### src/rtl/run_ctrl_pkg.sv
// Shared types and default constants for the run controller.
// The hold and drain phase counters are PHASE_W bits wide (phase lengths are limited to 255).
package run_ctrl_pkg;

  typedef enum logic [2:0] {
    S_IDLE,
    S_RST_HOLD,
    S_RUN,
    S_DRAIN,
    S_DONE
  } state_t;

  localparam int DEF_N_CORES      = 1;
  localparam int DEF_CNT_W        = 16;
  localparam int DEF_RST_CYCLES   = 4;
  localparam int DEF_DRAIN_CYCLES = 5;
  localparam int DEF_MAX_CYCLES   = 200;
  localparam int PHASE_W          = 8;

endpackage

### src/rtl/sat_counter.sv
// Up-counter that sticks at all ones; clear has priority over enable.
module sat_counter #(
  parameter int W = 8
) (
  input  logic         clk,
  input  logic         rst,
  input  logic         clr,
  input  logic         en,
  output logic [W-1:0] q
);

  localparam logic [W-1:0] ONE = W'(1);

  always_ff @(posedge clk or posedge rst) begin
    if (rst) begin
      q <= '0;
    end else if (clr) begin
      q <= '0;
    end else if (en && (q != '1)) begin
      q <= q + ONE;
    end
  end

endmodule

### src/rtl/run_controller.sv
// Sequences core reset, the run window with a cycle budget, and pipeline drain.
// state     | meaning
// IDLE      | cores in reset, waiting for start
// RST_HOLD  | cores held in reset for RST_CYCLES cycles
// RUN       | cores advancing, counting cycles, collecting halts
// DRAIN     | all cores halted, pipeline empties for DRAIN_CYCLES cycles
// DONE      | results frozen until the next start
module run_controller
  import run_ctrl_pkg::*;
#(
  parameter int N_CORES      = DEF_N_CORES,
  parameter int CNT_W        = DEF_CNT_W,
  parameter int RST_CYCLES   = DEF_RST_CYCLES,
  parameter int DRAIN_CYCLES = DEF_DRAIN_CYCLES,
  parameter int MAX_CYCLES   = DEF_MAX_CYCLES
) (
  input  logic               clk,
  input  logic               reset,
  input  logic               start,
  input  logic [CNT_W-1:0]   limit_i,
  input  logic [N_CORES-1:0] halt_req,
  output logic [N_CORES-1:0] core_rst,
  output logic               run_en,
  output logic [CNT_W-1:0]   cycle_cnt,
  output logic [N_CORES-1:0] halted_mask,
  output logic               done,
  output logic               timeout
);

  localparam logic [PHASE_W-1:0] HOLD_LAST  = PHASE_W'(RST_CYCLES - 1);
  localparam logic [PHASE_W-1:0] DRAIN_LAST = PHASE_W'(DRAIN_CYCLES - 1);

  state_t               state, state_d;
  logic [31:0]          lim, lim_d;
  logic [PHASE_W-1:0]   hold_q, drain_q;
  logic [N_CORES-1:0]   core_rst_d, mask_d;
  logic                 run_en_d, done_d, timeout_d;
  logic                 start_ok, all_halted, exhausted, cnt_en;

  assign start_ok   = start && ((state == S_IDLE) || (state == S_DONE));
  assign all_halted = &(halted_mask | halt_req);
  // A saturated counter can never reach a budget wider than itself, so saturation also ends the run.
  assign exhausted  = (32'(cycle_cnt) == (lim - 32'd1)) || (&cycle_cnt);
  assign cnt_en     = ((state == S_RUN) && !(exhausted && !all_halted)) || (state == S_DRAIN);

  sat_counter #(.W(CNT_W)) u_cycle (
    .clk(clk), .rst(reset), .clr(start_ok), .en(cnt_en), .q(cycle_cnt)
  );

  sat_counter #(.W(PHASE_W)) u_hold (
    .clk(clk), .rst(reset), .clr(state != S_RST_HOLD), .en(1'b1), .q(hold_q)
  );

  sat_counter #(.W(PHASE_W)) u_drain (
    .clk(clk), .rst(reset), .clr(state != S_DRAIN), .en(1'b1), .q(drain_q)
  );

  always_ff @(posedge clk or posedge reset) begin
    if (reset) begin
      state       <= S_IDLE;
      lim         <= 32'(MAX_CYCLES);
      core_rst    <= '1;
      run_en      <= 1'b0;
      halted_mask <= '0;
      done        <= 1'b0;
      timeout     <= 1'b0;
    end else begin
      state       <= state_d;
      lim         <= lim_d;
      core_rst    <= core_rst_d;
      run_en      <= run_en_d;
      halted_mask <= mask_d;
      done        <= done_d;
      timeout     <= timeout_d;
    end
  end

  always_comb begin
    state_d = state;
    case (state)
      S_IDLE, S_DONE: if (start) state_d = S_RST_HOLD;
      S_RST_HOLD:     if (hold_q == HOLD_LAST) state_d = S_RUN;
      S_RUN: begin
        if (all_halted) state_d = (DRAIN_CYCLES == 0) ? S_DONE : S_DRAIN;
        else if (exhausted) state_d = S_DONE;
      end
      S_DRAIN:        if (drain_q == DRAIN_LAST) state_d = S_DONE;
      default:        state_d = S_IDLE;
    endcase
  end

  always_comb begin
    core_rst_d = ((state_d == S_IDLE) || (state_d == S_RST_HOLD)) ? '1 : '0;
    run_en_d   = (state_d == S_RUN) || (state_d == S_DRAIN);
    done_d     = (state_d == S_DONE);
    timeout_d  = timeout;
    mask_d     = halted_mask;
    lim_d      = lim;
    if (start_ok) begin
      timeout_d = 1'b0;
      mask_d    = '0;
      lim_d     = (limit_i == '0) ? 32'(MAX_CYCLES) : 32'(limit_i);
    end else begin
      if ((state == S_RUN) && exhausted && !all_halted) timeout_d = 1'b1;
      if ((state == S_RUN) || (state == S_DRAIN)) mask_d = halted_mask | halt_req;
    end
  end

endmodule

### config.mk
export PLATFORM = sky130hd
export DESIGN_NAME = run_controller
export DESIGN_NICKNAME = d
export VERILOG_FILES = /design/src/rtl/run_ctrl_pkg.sv /design/src/rtl/sat_counter.sv /design/src/rtl/run_controller.sv
export SDC_FILE = /design/constraint.sdc
export NUM_CORES = 1
export LEC_CHECK = 0
export ABC_AREA = 0
export CAP_MARGIN = 20
export CORE_UTILIZATION = 55
export CTS_CLUSTER_SIZE = 28
export DETAILED_ROUTE_END_ITERATION = 7
export PLACE_DENSITY = 0.79
export SETUP_SLACK_MARGIN = 0.4
export SLEW_MARGIN = 20
export SYNTH_ARGS = -nofsm -noshare
export SYNTH_HDL_FRONTEND = slang
export SYNTH_SLANG_ARGS = --single-unit
### constraint.sdc
create_clock -name clk -period 4.27 [get_ports clk]
set_clock_uncertainty 0.05 [all_clocks]
set_input_delay 0.427 -clock clk [delete_from_list [all_inputs] [get_ports clk]]
set_output_delay 0.427 -clock clk [all_outputs]
set_load 0.1 [all_outputs]
==> results of run 1 <==
-- layout by cell type, fill, tap and decap left out, types with 6 or more instances in the layout --
cell             instances
ha_1                     6
dfrtp_1                 52
nand3_1                 21
mux2i_1                  6
nor4_1                  14
or3_1                   10
nor3_1                  13
nor2_1                  33
a21oi_1                 12
and3_1                  10
xnor2_1                 13
o21ai_0                 21
nand4_1                  8
o31ai_1                  9
nand2_1                 45
a31oi_1                  6
xor2_1                  12
inv_1                   14
clkdlybuf4s50_1         40
-- stage by stage --
step	util	hold slack, ps	power, mW
after floorplan	-	408	2.32
after global placement	0.662	438	2.66
after detailed placement	0.662	438	2.71
after CTS	0.682	455	3.07
after global routing	0.683	502	3.26
final	0.683	454	3.08
-- metal layers --
layer,global-route usage,vias up,wire [um]
met2,0.403,78,3360
met1,0.345,1366,3330
met3,0.0391,15,297
met5,0,-,0
li1,-,1424,-
met4,0.0836,0,138
-- registers in the layout, summed over array words and instances (netlist names) --
name         count
u_drain.q        8
halted_mask      1
core_rst         1
done             1
lim             16
state            3
u_hold.q         8
u_cycle.q       16
run_en           1
timeout          1
-- final cells by class --
| cell class | count | share of cell area |
|---|---|---|
| clock inverter | 2 | 0.0101 |
| sequential | 56 | 0.367 |
| multi-input combinational | 287 | 0.455 |
| timing repair buffer | 43 | 0.110 |
| inverter | 15 | 0.0147 |
| clock buffer | 6 | 0.0190 |
| tap | 72 | 0.0235 |
-- logic make-up after synthesis --
kind of cell	Yosys count	synth area share
muxes	7	0.0218
xor gates and xnor gates	25	0.0669
adders and majority gates	6	0.0230
AOI/OAI and AO/OA	67	0.132
and+or+nand+nor	182	0.287
DFF	56	0.430
buffers and inverters	29	0.0394
-- cells in the mapped netlist, drive strengths merged --
master / number
a211oi: 2
a21boi: 1
a21oi: 12
a22oi: 1
a311oi: 1
a31oi: 7
a32o: 1
and2: 1
and3: 10
and4: 1
buf: 5
clkbuf: 9
dfrtp: 52
dfstp: 4
ha: 6
inv: 15
mux2: 1
mux2i: 6
nand2: 45
nand2b: 4
nand3: 21
nand3b: 3
nand4: 8
nand4bb: 1
nor2: 33
nor2b: 4
nor3: 14
nor4: 14
nor4b: 5
o211ai: 5
o21a: 1
o21ai: 21
o21bai: 1
o22a: 2
o31ai: 9
o32ai: 3
or2: 3
or3: 10
or4: 3
or4b: 2
xnor2: 13
xor2: 12
-- worst paths after layout --
path | end | cells past startpoint
worst max-delay path | u_cycle.q[10]$_DFFE_PP0P_ | 13
worst min register to register | timeout$_DFFE_PP0P_ | 2
min in group asynchronous | u_cycle.q[14]$_DFFE_PP0P_ | 3
worst max register to register | u_cycle.q[10]$_DFFE_PP0P_ | 13
worst min-delay path | timeout$_DFFE_PP0P_ | 2
max in group asynchronous | u_cycle.q[15]$_DFFE_PP0P_ | 3
-- repair_timing --
| item | in CTS | in global routing |
|---|---|---|
| buffers inserted | 0 | 0 |
| resized for setup | 0 | 1 |
| setup endpoints to repair | 0 | 8 |
-- worst min-delay path: stages, from the launching register on --
cell and delay (ps):
dfrtp_1 360, nor2_1 50, nor2_1 70
-- report_power, final --
part	internal (mW)	switching, mW	leakage (nW)
clock network	0.178	0.179	0.0558
registers	0.728	0.323	0.711
logic	0.537	1.13	0.790
==> metrics, run 1 <==
Area Overhead vs Synth=17.0%; Initial Util=0.583; Hold/Removal Path Class=reg2reg; Mapped Area=3270 um^2; worst r2r src=lim[5]$_DFFE_PP0P_; Fmax=279 MHz; critical path startpoint=lim[5]$_DFFE_PP0P_; share of cells above drive strength 1=0.0562; Clock Sinks=56; Seq/Total Area, Yosys=0.430; CP max stage cell=dfrtp_1; Yosys reg bits=56; worst endpoint data arrival time=3780 ps; routed vias=2883; max-slew violations=0; Buffers & Inverters on Critical Path=1; largest area contributor in the netlist=dfrtp_1; # nets final=434; wire length of the first global-routing pass=12200 um; Worst-Skew Late Latency=320 ps; TritonCTS clock tree=yes; CP delay by family, top=simple AND/OR/NAND/NOR gates; critical path capture point type=register; worst setup path category=reg2reg; Critical Path RT=4460 ps; number of global-route vias before repair=2648; Slew @ Worst Pin=971 ps; DP HPWL=5150 um; Final ANT Viol Nets=0; Cell Rows=27; hold_sp=timeout$_DFFE_PP0P_; port bufs=40; outcome=finished, final reports clean; # placed instances=473; Area contributors post-synth=dfrtp_1, nand2_1, nor2_1; Slew headroom=0.351; Tcrit/Tclk final=0.839; GP Congestion=0.927; Finished Cell Area=3830 um^2; clk root buf=clkbuf_8; DR DRC count=0; Die Height=79.1 um; gate count of the mapped netlist=372; unrepaired setup endpoints after global routing=false; wire length per cell=14.8 um; mean area per synthesized cell=8.79 um^2; Leak=1.56 nW; Via density=5.99; core area=5610 um^2; Clock Tree Buf Depth=2; Synth cell types=47; # hold bufs at CTS=0; Die W=79.1 um; power density cells=804 nW/um^2; register area=1410 um^2; Worst path max stage delay=460 ps; Mapped Nets=398; # IOs=41; CP Launch Type=register; initial DRC count=202; DIE AREA=6260 um^2; maximum vdd ir drop=585 uV; H-tree lvl count=2; crit-path cells=nor3_1 -> nand4_1 -> nor4b_1 -> ha_1 -> xnor2_1 -> nor4_1 -> nand3_1 -> nor4_1 -> nand3_1 -> o21bai_2 -> buf_4 -> o21ai_0 -> a21oi_1; TritonRoute pass-1 iters=4; total grt overflow=0; placed cell area=3710 um^2; gr usage total=0.250; worst-path fanout max=30; diodes inserted=0; cts bufs inserted=5; R2R Setup Slk=690 ps; Reg clk slew, reported paths=100 ps; setup total negative slack=0 ps; Filler cells=471; largest net degree at the start of global routing=57; Final Critical Period=3580 ps; Synth top area share=0.398; fin cells=481; worst setup margin=686 ps; final setup fails=0; Max Cap Viol=0; Post-Route WL=7130 um; Ys Warns=0; multi-input logic area=1740 um^2; pre-CTS setup slack=716 ps; antenna violations before repair=0; Final Hold Viols=0
No activity file was read; power rests on OpenSTA's default activity.
==> run 2: changes to the inputs <==
==> constraint.sdc (replaced) <==
create_clock -name clk -period 3.75 [get_ports clk]
set_clock_uncertainty 0.05 [all_clocks]
set_input_delay 0.375 -clock clk [delete_from_list [all_inputs] [get_ports clk]]
set_output_delay 0.375 -clock clk [all_outputs]
set_load 0.1 [all_outputs]
==> run 2 against run 1 <==
Compared with the run above: non-clock buffer count increased by 10; critical endpoint is now u_cycle.q[15]$_DFFE_PP0P_; cell area is 5.0% higher; global-route usage rose by 1.0 points; first-iteration DRC count increased by 38%; flip-flop and latch count stayed put; largest power group unchanged; via count up 4.2%; clock power decreased by 1%.
==> metrics, run 2 (same netlist as run 1, synthesis figures left out) <==
cts bufs inserted=5; max-slew violations=0; GP Congestion=0.954; wire length per cell=15.9 um; fin cells=491; maximum vdd ir drop=616 uV; Tcrit/Tclk final=0.851; Die Height=79.1 um; Max Cap Viol=0; routed vias=3004; worst endpoint data arrival time=3400 ps; diodes inserted=0; most frequent cells in the layout=dfrtp_1, nand2_1, clkdlybuf4s50_1; wire length of the first global-routing pass=12700 um; Filler cells=464; port bufs=40; # nets final=444; Hold/Removal Path Class=reg2reg; core area=5610 um^2; CP Launch Type=register; unrepaired setup endpoints after global routing=false; Final Hold Viols=0; Clock Tree Buf Depth=2; Initial Util=0.583; Leak=1.61 nW; biggest regs=lim x16, u_cycle.q x16; Area Overhead vs Synth=22.9%; Die W=79.1 um; initial DRC count=278; worst-path fanout max=15; Clock Sinks=56; share of cells above drive strength 1=0.129; # IOs=41; total grt overflow=0; outcome=finished, final reports clean; Slew @ Worst Pin=981 ps; Fmax=313 MHz; gr usage total=0.261; Final ANT Viol Nets=0; TritonCTS clock tree=yes; Slew headroom=0.344; Worst-Skew Late Latency=330 ps; TritonRoute pass-1 iters=4; clock power share=0.095; Cell Rows=27; DIE AREA=6260 um^2; internal power consumption=1.71 mW; power density cells=918 nW/um^2; Sw Share=0.538; Flop pwr share=0.332; largest net degree at the start of global routing=41; antenna violations before repair=0; worst setup path category=reg2reg; DP HPWL=5440 um; # hold bufs at CTS=0; Via density=6.12; Net Switching=1.98 mW; critical path capture point type=register; H-tree lvl count=2; Post-Route WL=7790 um; most common cell after layout, fill and taps aside=dfrtp_1; clk root buf=clkbuf_8; Critical Path RT=3960 ps; Logic pwr share=0.573; Hold Worst Slack=460 ps; DR DRC count=0; Final Critical Period=3190 ps; number of global-route vias before repair=2714; setup total negative slack=0 ps; Reg clk slew, reported paths=110 ps; # placed instances=475; final setup fails=0
run 2: worst paths after layout:
| kind | start | endpoint | slack, ps | cells after the start |
|---|---|---|---|---|
| min reg2reg | u_hold.q[4]$_DFFE_PP0P_ | u_hold.q[4]$_DFFE_PP0P_ | 460 | 1 |
| max reg2reg | lim[0]$_DFFE_PP0P_ | u_cycle.q[15]$_DFFE_PP0P_ | 560 | 11 |
| max in group asynchronous | reset | core_rst$_DFF_PP1_ | 2450 | 3 |
| max | lim[0]$_DFFE_PP0P_ | u_cycle.q[15]$_DFFE_PP0P_ | 560 | 11 |
| min | u_hold.q[4]$_DFFE_PP0P_ | u_hold.q[4]$_DFFE_PP0P_ | 460 | 1 |
| min in group asynchronous | reset | lim[11]$_DFFE_PP0P_ | 480 | 2 |
run 2: through the flow:
stage | cell area [um^2] | worst slack, ps | total power, mW | util
global placement | 3730 | 418 | 3.05 | 0.664
floorplan | 3270 | 474 | 2.65 | -
CTS | 3830 | 420 | 3.45 | 0.683
detailed placement | 3730 | 241 | 3.10 | 0.664
finish | 4020 | 558 | 3.69 | 0.717
global route | 4020 | 377 | 3.90 | 0.717
run 2: power groups by stage:
stage               logic, mW  clock network (mW)  registers [mW]
global route             2.26               0.381            1.26
CTS                      1.91               0.355            1.18
global placement         1.87                   0            1.18
floorplan               0.892                   0            1.75
detailed placement       1.91                   0            1.19
finish                   2.11               0.352            1.22
run 2: repair_timing:
action                     in CTS  in global routing
cloned                          0                  1
setup endpoints to repair      22                 22
gates resized for setup         0                 30
pin swaps                       1                 11
setup buffers                   1                  6
run 2: critical path, stage by stage, from the launching register on:
cell and delay (ps):
dfrtp_2 450, inv_2 90, ha_4 160, or4b_4 500
or3_1 370, a32o_2 290, a31oi_4 170, or4b_4 170
o21bai_4 90, buf_12 150, or4_1 480, a21oi_2 140
run 2: final cells by class:
| class | instances | area (um^2) | share of cell area |
|---|---|---|---|
| multi-input cells | 287 | 1840 | 0.457 |
| flip-flops and latches | 56 | 1410 | 0.352 |
| repair buffers | 53 | 528 | 0.131 |
| well taps | 72 | 90.1 | 0.0224 |
| clock buffers | 5 | 68.8 | 0.0171 |
| inverters | 15 | 56.3 | 0.0140 |
| clock inverters | 3 | 25.0 | 0.00623 |
run 2: routing by layer:
layer / vias up / global-route usage / share of wire
met3: 15 / 0.0425 / 0.043
li1: 1436 / - / -
met1: 1460 / 0.356 / 0.46
met5: - / 0 / 0
met2: 93 / 0.419 / 0.48
met4: 0 / 0.0909 / 0.022
